--- config.mk ---
export PLATFORM = sky130hd
export DESIGN_NAME = fetch_unit
export DESIGN_NICKNAME = d
export VERILOG_FILES = /design/src/rtl/fetch_unit.sv
export SDC_FILE = /design/constraint.sdc
export NUM_CORES = 1
export LEC_CHECK = 0
export BUFFER_PORTS_ARGS = -buffer_cell sky130_fd_sc_hd__buf_4
export CAP_MARGIN = 20
export CORE_MARGIN = 3
export CORE_UTILIZATION = 45
export CTS_BUF_LIST = sky130_fd_sc_hd__clkbuf_8 sky130_fd_sc_hd__clkbuf_16
export DETAILED_ROUTE_END_ITERATION = 10
export PLACE_DENSITY = 0.71
export SKIP_CTS_REPAIR_TIMING = 1
export SLEW_MARGIN = 5
export SYNTH_ARGS = -nofsm -noshare
export SYNTH_HDL_FRONTEND = slang
export SYNTH_SLANG_ARGS = --single-unit
--- constraint.sdc ---
create_clock -name clk -period 5.11 [get_ports clk]
set_input_delay 0.7665 -clock clk [delete_from_list [all_inputs] [get_ports clk]]
set_output_delay 0.7665 -clock clk [all_outputs]
set_load 0.05 [all_outputs]
--- src/rtl/fetch_unit.sv ---
// Instruction-fetch stage: owns the PC, requests words from a variable-latency
// instruction memory and holds each one until the execute stage accepts it.
module fetch_unit #(
  parameter logic [31:0] RESET_PC = 32'h0000_0000,
  parameter int unsigned COUNT_W  = 32
) (
  input  logic               clk,
  input  logic               reset,
  output logic               imem_req,
  output logic [31:0]        imem_addr,
  input  logic               imem_ack,
  input  logic [31:0]        imem_rdata,
  output logic [31:0]        instr,
  output logic               instr_valid,
  input  logic               instr_ready,
  input  logic               pcsrc,
  input  logic               jump,
  input  logic [31:0]        signimm,
  output logic [31:0]        pc,
  output logic [31:0]        pcplus4,
  output logic [COUNT_W-1:0] retired
);

  typedef enum logic {
    FETCH = 1'b0,
    HOLD  = 1'b1
  } state_t;

  localparam logic [31:0] RESET_PC_ALIGNED = {RESET_PC[31:2], 2'b00};

  state_t               state_q, state_d;
  logic [31:0]          pc_q, pc_d;
  logic [31:0]          instr_q, instr_d;
  logic [COUNT_W-1:0]   retired_q, retired_d;
  logic [31:0]          pcplus4_w;
  logic [31:0]          pcbranch;
  logic [31:0]          pcjump;
  logic [31:0]          pcnext;

  // All adds are 32-bit with the carry dropped, so both targets wrap.
  always_comb begin
    pcplus4_w = pc_q + 32'd4;
    pcbranch  = pcplus4_w + (signimm << 2);
    pcjump    = {pcplus4_w[31:28], instr_q[25:0], 2'b00};
    if (jump) begin
      pcnext = pcjump;
    end else if (pcsrc) begin
      pcnext = pcbranch;
    end else begin
      pcnext = pcplus4_w;
    end
  end

  always_comb begin
    state_d   = state_q;
    pc_d      = pc_q;
    instr_d   = instr_q;
    retired_d = retired_q;
    case (state_q)
      FETCH: begin
        if (imem_ack) begin
          instr_d = imem_rdata;
          state_d = HOLD;
        end
      end
      HOLD: begin
        if (instr_ready) begin
          pc_d      = pcnext;
          retired_d = retired_q + COUNT_W'(1);
          state_d   = FETCH;
        end
      end
      default: state_d = FETCH;
    endcase
  end

  always_ff @(posedge clk) begin
    if (reset) begin
      state_q   <= FETCH;
      pc_q      <= RESET_PC_ALIGNED;
      instr_q   <= '0;
      retired_q <= '0;
    end else begin
      state_q   <= state_d;
      pc_q      <= pc_d;
      instr_q   <= instr_d;
      retired_q <= retired_d;
    end
  end

  assign imem_req    = (state_q == FETCH);
  assign instr_valid = (state_q == HOLD);
  assign imem_addr   = pc_q;
  assign pc          = pc_q;
  assign pcplus4     = pcplus4_w;
  assign instr       = instr_q;
  assign retired     = retired_q;

endmodule
==> qor_table.md, run 1 <==
| Result | Reported |
|:---|:---|
| Status | finished clean |
| Routability Congestion | 0.9579 |
| Measured slew at the worst slew-check pin | 1064 ps |
| Floorplan die width | 126.0 um |
| Achievable frequency | 219.2 MHz |
| Terminus of the critical flop-to-flop path | imem_addr[31]$_SDFFE_PP0P_ |
| Clock slew seen by the registers of the worst setup and hold paths | 80 ps |
| Vias in the first global route | 6231 |
| Routed wire length per instance | 16.96 um |
| Unrepaired setup endpoints after global routing | no |
| Total number of vias | 6749 |
| Largest delay contributor family on the critical path | simple AND/OR/NAND/NOR gates |
| H-tree lvl count | 3 |
| Crit share post-route | 89.26% |
| Clock Tree Buf Depth | 2 |
| Cell type of the slowest stage on the worst timing path | sky130_fd_sc_hd__nor4_2 |
| Leak Pwr | 3.880 nW |
| Met1 routed wirelength after detailed routing | 8.994 mm |
| Ys flop type | sky130_fd_sc_hd__dfxtp_1 |
| Worst clock skew on the final layout | 9.820 ps |
| Worst hold margin | 461.5 ps |
| Floorplan core area | 0.01399 sq mm |
| R2R depth | 15 |
| TritonCTS buffer count | 9 |
| Starting density of the core | 46.35% |
| Worst hold path stage count | 2 |
| Worst supply voltage drop on vdd | 0.1874 mV |
| Total number of nets in the final design | 1141 |
| Pwr Density | 245.0 mW/mm^2 |
| Synthesized cell area | 0.006484 sq mm |
| Most frequent cells in the layout | sky130_fd_sc_hd__buf_4 (231), sky130_fd_sc_hd__nand2_1 (143), sky130_fd_sc_hd__dfxtp_1 (95) |
| Distinct cell type count of the synthesized netlist | 56 |
| First-pass DRT Iterations | 5 |
| CP arrival | 4820 ps |
| Hold WC Path Type | flip-flop to flip-flop |
| Worst hold start | instr[27]$_SDFFE_PP0P_ |
| CTS Root Buffer Type | sky130_fd_sc_hd__clkbuf_16 |
| Area growth from synthesis to layout | 28.89% |
| Count of yosys warnings during synthesis | 0 |
| Die Ht | 126.0 um |
| Final ANT Viol Nets | 0 |
| R2r setup slk | 550 ps |
| Via-per-instance ratio | 5.541 |
| Antenna diode instance count | 0 |
| Maximum number of pins on one net before global-route repair | 77 |
| Met2 wirelength from detailed routing | 9.801 mm |
| Cell-by-cell trace of the critical path | ha_1 -> and4_1 -> nand3_1 -> nor4_2 -> nand3_1 -> xnor2_2 -> ha_1 -> a21o_1 -> a21o_1 -> a21oi_1 -> inv_1 -> o31a_1 -> or4_1 -> a21oi_1 -> mux2_1 |
| Asr flop ratio synth | 0% |
| Share of post-route cells with drive strength above 1 | 24.66% |
| Detail Route met3 WL | 1.468 mm |
| Startpoint-to-endpoint class of the critical path | flip-flop to flip-flop |
| Final Hold Violating Endpoints | 0 |
| CTS tree | yes |
| Number of placement rows | 43 |
| Launching point of the worst reg2reg path | imem_addr[2]$_SDFFE_PP0P_ |
| Half-perimeter wire length after placement | 15.37 mm |
| Summed negative setup slack over all endpoints | 0 ps |
| Number of maximum-capacitance violations | 0 |
| Final routed DRC violation total | 0 |
| Commonest non-fill, non-tap cell in the layout | sky130_fd_sc_hd__buf_4 |
| Aggregate routed wire length | 20.66 mm |
| Startpoint type of the worst setup path | flip-flop |
| Count of buffers from port buffering | 223 |
| Uppermost routed layer | met5 |
| Area of the die | 0.01588 sq mm |
| Min-Delay Endpoint | instr[27]$_SDFFE_PP0P_ |
| TritonCTS Sinks | 95 |
| Fraction of the yosys area taken by sequential cells | 29.33% |
| Buf+Inv Stages, Crit Path | 1 |
| Post-Syn Area per Cell | 7.522 sq um |
| Number of flops mapped to enable cells by yosys | 0 |
| Count of pins over their slew limit | 0 |
| Number of filler cells placed in the layout | 1343 |
| Synthesized netlist cell count | 862 |
| Clock insertion delay at the later pin of the skew report | 360 ps |
| Minimum clock period | 4561 ps |
| Maximum single-stage delay on the critical path | 520 ps |
| Data required time at the worst endpoint | 5370 ps |
| Starting DRT DRC Count | 508 |
| Initial antenna violation count | 1 |
| GRT Util Overall | 25.26% |
| Number of setup violations in the final report | 0 |
| Category of the worst setup path capture point | flip-flop |
| Global route total overflow | 0 |
| Biggest fanout along the worst timing path | 10 |
| FF+latch count, synth | 95 |
| First-pass GRT wire length | 32.63 mm |
| Relative max-transition margin | 29.02% |
| IO Count | 232 |
==> logic make-up after synthesis <==
family | after synthesis | synth area share, %
flops | 95 | 29.33
fa+ha+maj | 38 | 7.449
buf+inv | 96 | 7.642
compound gates | 210 | 20.28
mux | 12 | 1.910
xor+xnor | 70 | 9.456
simple gates | 340 | 23.87
other cells | 1 | 0.05784
==> cell usage after synthesis (all sizes together) (2+ instances only) <==
cell | instances | area share, %
xnor2 | 31 | 4.2
nor4 | 4 | 0.48
nor2 | 81 | 4.7
nor2b | 3 | 0.29
ha | 37 | 7.1
clkbuf | 33 | 1.9
o21ai | 43 | 3.3
and3 | 16 | 1.5
a211o | 4 | 0.54
mux2 | 3 | 0.52
and4 | 6 | 0.81
nand4 | 23 | 2.2
a221o | 2 | 0.31
nand3 | 23 | 1.8
o31ai | 6 | 0.69
xor2 | 39 | 5.3
nand2 | 143 | 8.3
mux2i | 9 | 1.4
a21oi | 86 | 6.6
inv | 20 | 1.2
a311o | 3 | 0.46
or3 | 10 | 0.96
a311oi | 2 | 0.27
dfxtp | 95 | 29
a31oi | 4 | 0.39
o21bai | 8 | 0.93
a21o | 16 | 1.9
nand2b | 9 | 0.87
o211ai | 11 | 1.4
buf | 43 | 4.6
nor3 | 12 | 0.93
o21a | 2 | 0.23
o221ai | 3 | 0.41
a211oi | 9 | 1.0
and2 | 7 | 0.68
o31a | 2 | 0.27
==> power breakdown <==
part | switching [mW] | total, mW | internal (mW)
clock | 0.341 | 0.687 | 0.346
combinational | 0.373 | 0.560 | 0.187
sequential | 0.0337 | 0.800 | 0.766
total | 0.748 | 2.05 | 1.30
==> worst min-delay path, cell delays in order (launching register included) <==
cell	delay, ps
sky130_fd_sc_hd__dfxtp_1	320
sky130_fd_sc_hd__nand2_1	50
sky130_fd_sc_hd__a21oi_1	50
==> metrics by stage <==
stage | utilization (%) | instance area (sq um) | setup slack (ps) | total power [mW] | cells
floorplan | - | 6518 | 113.0 | 1.208 | 867
global placement | 57.61 | 8059 | 646.8 | 1.372 | 1202
detailed placement | 57.61 | 8059 | 582.8 | 1.375 | 1202
CTS | 59.74 | 8357 | 571.7 | 2.059 | 1218
global route | 59.74 | 8357 | 295.3 | 2.137 | 1218
finish | 59.74 | 8357 | 548.8 | 2.047 | 1218
==> routing by layer <==
layer	global-route usage (%)	vias up
li1	-	3316
met2	41.78	227
met5	0	-
met3	5.895	29
met4	7.823	2
met1	32.80	3175
==> state kept, by name, indices dropped and copies added (netlist names) <==
| signal | cells |
|---|---|
| imem_addr | 30 |
| instr | 32 |
| instr_valid | 1 |
| retired | 32 |
==> worst max path at each step <==
stage	startpoint	endpoint	cells after the start
finish	imem_addr[2]$_SDFFE_PP0P_	imem_addr[31]$_SDFFE_PP0P_	15
global route	imem_addr[2]$_SDFFE_PP0P_	imem_addr[31]$_SDFFE_PP0P_	14
CTS	imem_addr[2]$_SDFFE_PP0P_	imem_addr[31]$_SDFFE_PP0P_	15
detailed placement	imem_addr[2]$_SDFFE_PP0P_	imem_addr[31]$_SDFFE_PP0P_	15
global placement	imem_addr[2]$_SDFFE_PP0P_	imem_addr[31]$_SDFFE_PP0P_	15
floorplan	imem_addr[2]$_SDFFE_PP0P_	imem_addr[31]$_SDFFE_PP0P_	14
==> area by class of cell <==
class | instances | area (sq um) | area share [%]
Clock buffer | 9 | 225.2 | 2.695
Multi-Input combinational cell | 676 | 4123 | 49.33
Sequential cell | 95 | 1902 | 22.76
Inverter | 20 | 75.07 | 0.8983
Timing Repair Buffer | 231 | 1734 | 20.75
Tap cell | 180 | 225.2 | 2.695
Clock inverter | 7 | 72.57 | 0.8684
(Power assumes the default switching activity.)
==> run 2, diff against run 1 <==
--- a/config.mk
+++ b/config.mk
@@ -11,7 +11,7 @@
 export CORE_UTILIZATION = 45
 export CTS_BUF_LIST = sky130_fd_sc_hd__clkbuf_8 sky130_fd_sc_hd__clkbuf_16
 export DETAILED_ROUTE_END_ITERATION = 10
-export PLACE_DENSITY = 0.71
+export PLACE_DENSITY_LB_ADDON = 0.05
 export SKIP_CTS_REPAIR_TIMING = 1
 export SLEW_MARGIN = 5
 export SYNTH_ARGS = -nofsm -noshare
==> qor_table.md, run 2 (same netlist as run 1, synthesis figures left out) <==
| Result | Reported |
|:---|:---|
| Category of the worst setup path capture point | flip-flop |
| Worst supply voltage drop on vdd | 0.2520 mV |
| Area growth from synthesis to layout | 28.98% |
| Worst clock skew on the final layout | 7.586 ps |
| Total number of nets in the final design | 1141 |
| Area of the multi-input gates | 0.004123 sq mm |
| Number of filler cells placed in the layout | 1392 |
| Starting DRT DRC Count | 426 |
| Antenna diode instance count | 0 |
| Measured slew at the worst slew-check pin | 999.7 ps |
| TritonCTS buffer count | 9 |
| Floorplan die width | 126.0 um |
| Clock insertion delay at the later pin of the skew report | 350 ps |
| Total number of vias | 6592 |
| Number of setup violations in the final report | 0 |
| Leak Pwr | 3.886 nW |
| Largest delay contributor family on the critical path | simple AND/OR/NAND/NOR gates |
| Startpoint type of the worst setup path | flip-flop |
| Global route total overflow | 0 |
| Routed wire length per instance | 17.32 um |
| Clock slew seen by the registers of the worst setup and hold paths | 70 ps |
| Initial antenna violation count | 0 |
| Pre-CTS worst setup slack | 686.4 ps |
| Relative max-transition margin | 33.28% |
| Status | finished clean |
| Cell-by-cell trace of the critical path | ha_1 -> and4_1 -> nand4_1 -> nor2_1 -> xor2_1 -> ha_1 -> a21o_1 -> a211oi_1 -> a21oi_1 -> and3_1 -> o31a_1 -> or4_1 -> a21oi_1 -> mux2_1 |
| Via-per-instance ratio | 5.417 |
| Minimum clock period | 4466 ps |
| Most frequent cells in the layout | sky130_fd_sc_hd__buf_4 (231), sky130_fd_sc_hd__nand2_1 (143), sky130_fd_sc_hd__dfxtp_1 (95) |
| Commonest non-fill, non-tap cell in the layout | sky130_fd_sc_hd__buf_4 |
| IO Count | 232 |
| First-pass DRT Iterations | 5 |
| Summed negative setup slack over all endpoints | 0 ps |
| Floorplan core area | 0.01399 sq mm |
| CTS tree | yes |
| GRT Util Overall | 25.66% |
| Startpoint-to-endpoint class of the critical path | flip-flop to flip-flop |
| Die Ht | 126.0 um |
| Final routed DRC violation total | 0 |
| Number of maximum-capacitance violations | 0 |
| Pwr Density | 248.1 mW/mm^2 |
| Maximum single-stage delay on the critical path | 460 ps |
| Unrepaired setup endpoints after global routing | no |
| CTS Root Buffer Type | sky130_fd_sc_hd__clkbuf_16 |
| FF/Latch Area | 0.001902 sq mm |
| Count of pins over their slew limit | 0 |
| Number of placement rows | 43 |
| Area of the die | 0.01588 sq mm |
| Routability Congestion | 0.9181 |
| Starting density of the core | 46.35% |
| TritonCTS Sinks | 95 |
| Cell type of the slowest stage on the worst timing path | sky130_fd_sc_hd__dfxtp_1 |
| Buf+Inv Stages, Crit Path | 0 |
| Hold WC Path Type | flip-flop to flip-flop |
| Half-perimeter wire length after placement | 15.82 mm |
| First-pass GRT wire length | 33.07 mm |
| Final ANT Viol Nets | 0 |
| Clock Tree Buf Depth | 2 |
| Final Hold Violating Endpoints | 0 |
| Crit share post-route | 87.39% |
| Vias in the first global route | 6170 |
| H-tree lvl count | 3 |
| Final worst setup slack | 644.2 ps |
| Biggest fanout along the worst timing path | 8 |
| Count of buffers from port buffering | 223 |
| Achievable frequency | 223.9 MHz |
| Share of post-route cells with drive strength above 1 | 24.59% |
| CP arrival | 4710 ps |
| Data required time at the worst endpoint | 5350 ps |
| Aggregate routed wire length | 21.08 mm |
| Maximum number of pins on one net before global-route repair | 51 |
-- run 2: final cells by class --
| cell class | instances | share of cell area [%] |
|---|---|---|
| multi-input cells | 676 | 49.30 |
| flip-flops and latches | 95 | 22.74 |
| repair buffers | 231 | 20.74 |
| clock buffers | 10 | 2.858 |
| well taps | 180 | 2.693 |
| inverters | 20 | 0.8977 |
| clock inverters | 5 | 0.7780 |
-- run 2: metal layers --
layer  wire [um]  vias up  global-route usage [%]
li1            -     3315                       -
met3        1669       27                   6.658
met2        9737      241                   41.16
met1        9293     3009                   34.65
met4         376        0                   6.372
met5           0        -                       0
-- run 2: worst paths after layout --
kind | start | to | slack, ps | depth (start not counted)
max reg2reg | imem_addr[2]$_SDFFE_PP0P_ | imem_addr[31]$_SDFFE_PP0P_ | 640 | 14
min | instr[27]$_SDFFE_PP0P_ | instr[27]$_SDFFE_PP0P_ | 460 | 2
max | imem_addr[2]$_SDFFE_PP0P_ | imem_addr[31]$_SDFFE_PP0P_ | 640 | 14
min reg2reg | instr[27]$_SDFFE_PP0P_ | instr[27]$_SDFFE_PP0P_ | 460 | 2
-- run 2: worst register-to-register path: cells and delay by family (launching register included) --
kind            cells  cell delay (ps)
fa+ha+maj           2              630
mux                 1              330
simple gates        5             1390
compound gates      5             1240
flops               1              460
xor+xnor            1              300
-- run 2: report_power, final --
part           leakage, nW  switching (mW)  internal (mW)
Clock                0.150           0.314          0.396
Sequential           0.772          0.0362          0.766
Combinational         2.96           0.375          0.187
-- run 2: per-stage QoR --
step                      hold slack, ps  std cells  power (mW)  cell area (sq um)  utilization, %
final                              460.5       1217       2.075               8363           59.79
after global routing               488.1       1217       2.162               8363           59.79
after CTS                          462.0       1217       2.086               8363           59.79
after detailed placement           451.9       1202       1.380               8059           57.61
after global placement             444.9       1202       1.377               8059           57.61
after floorplan                    675.3        867       1.208               6518               -
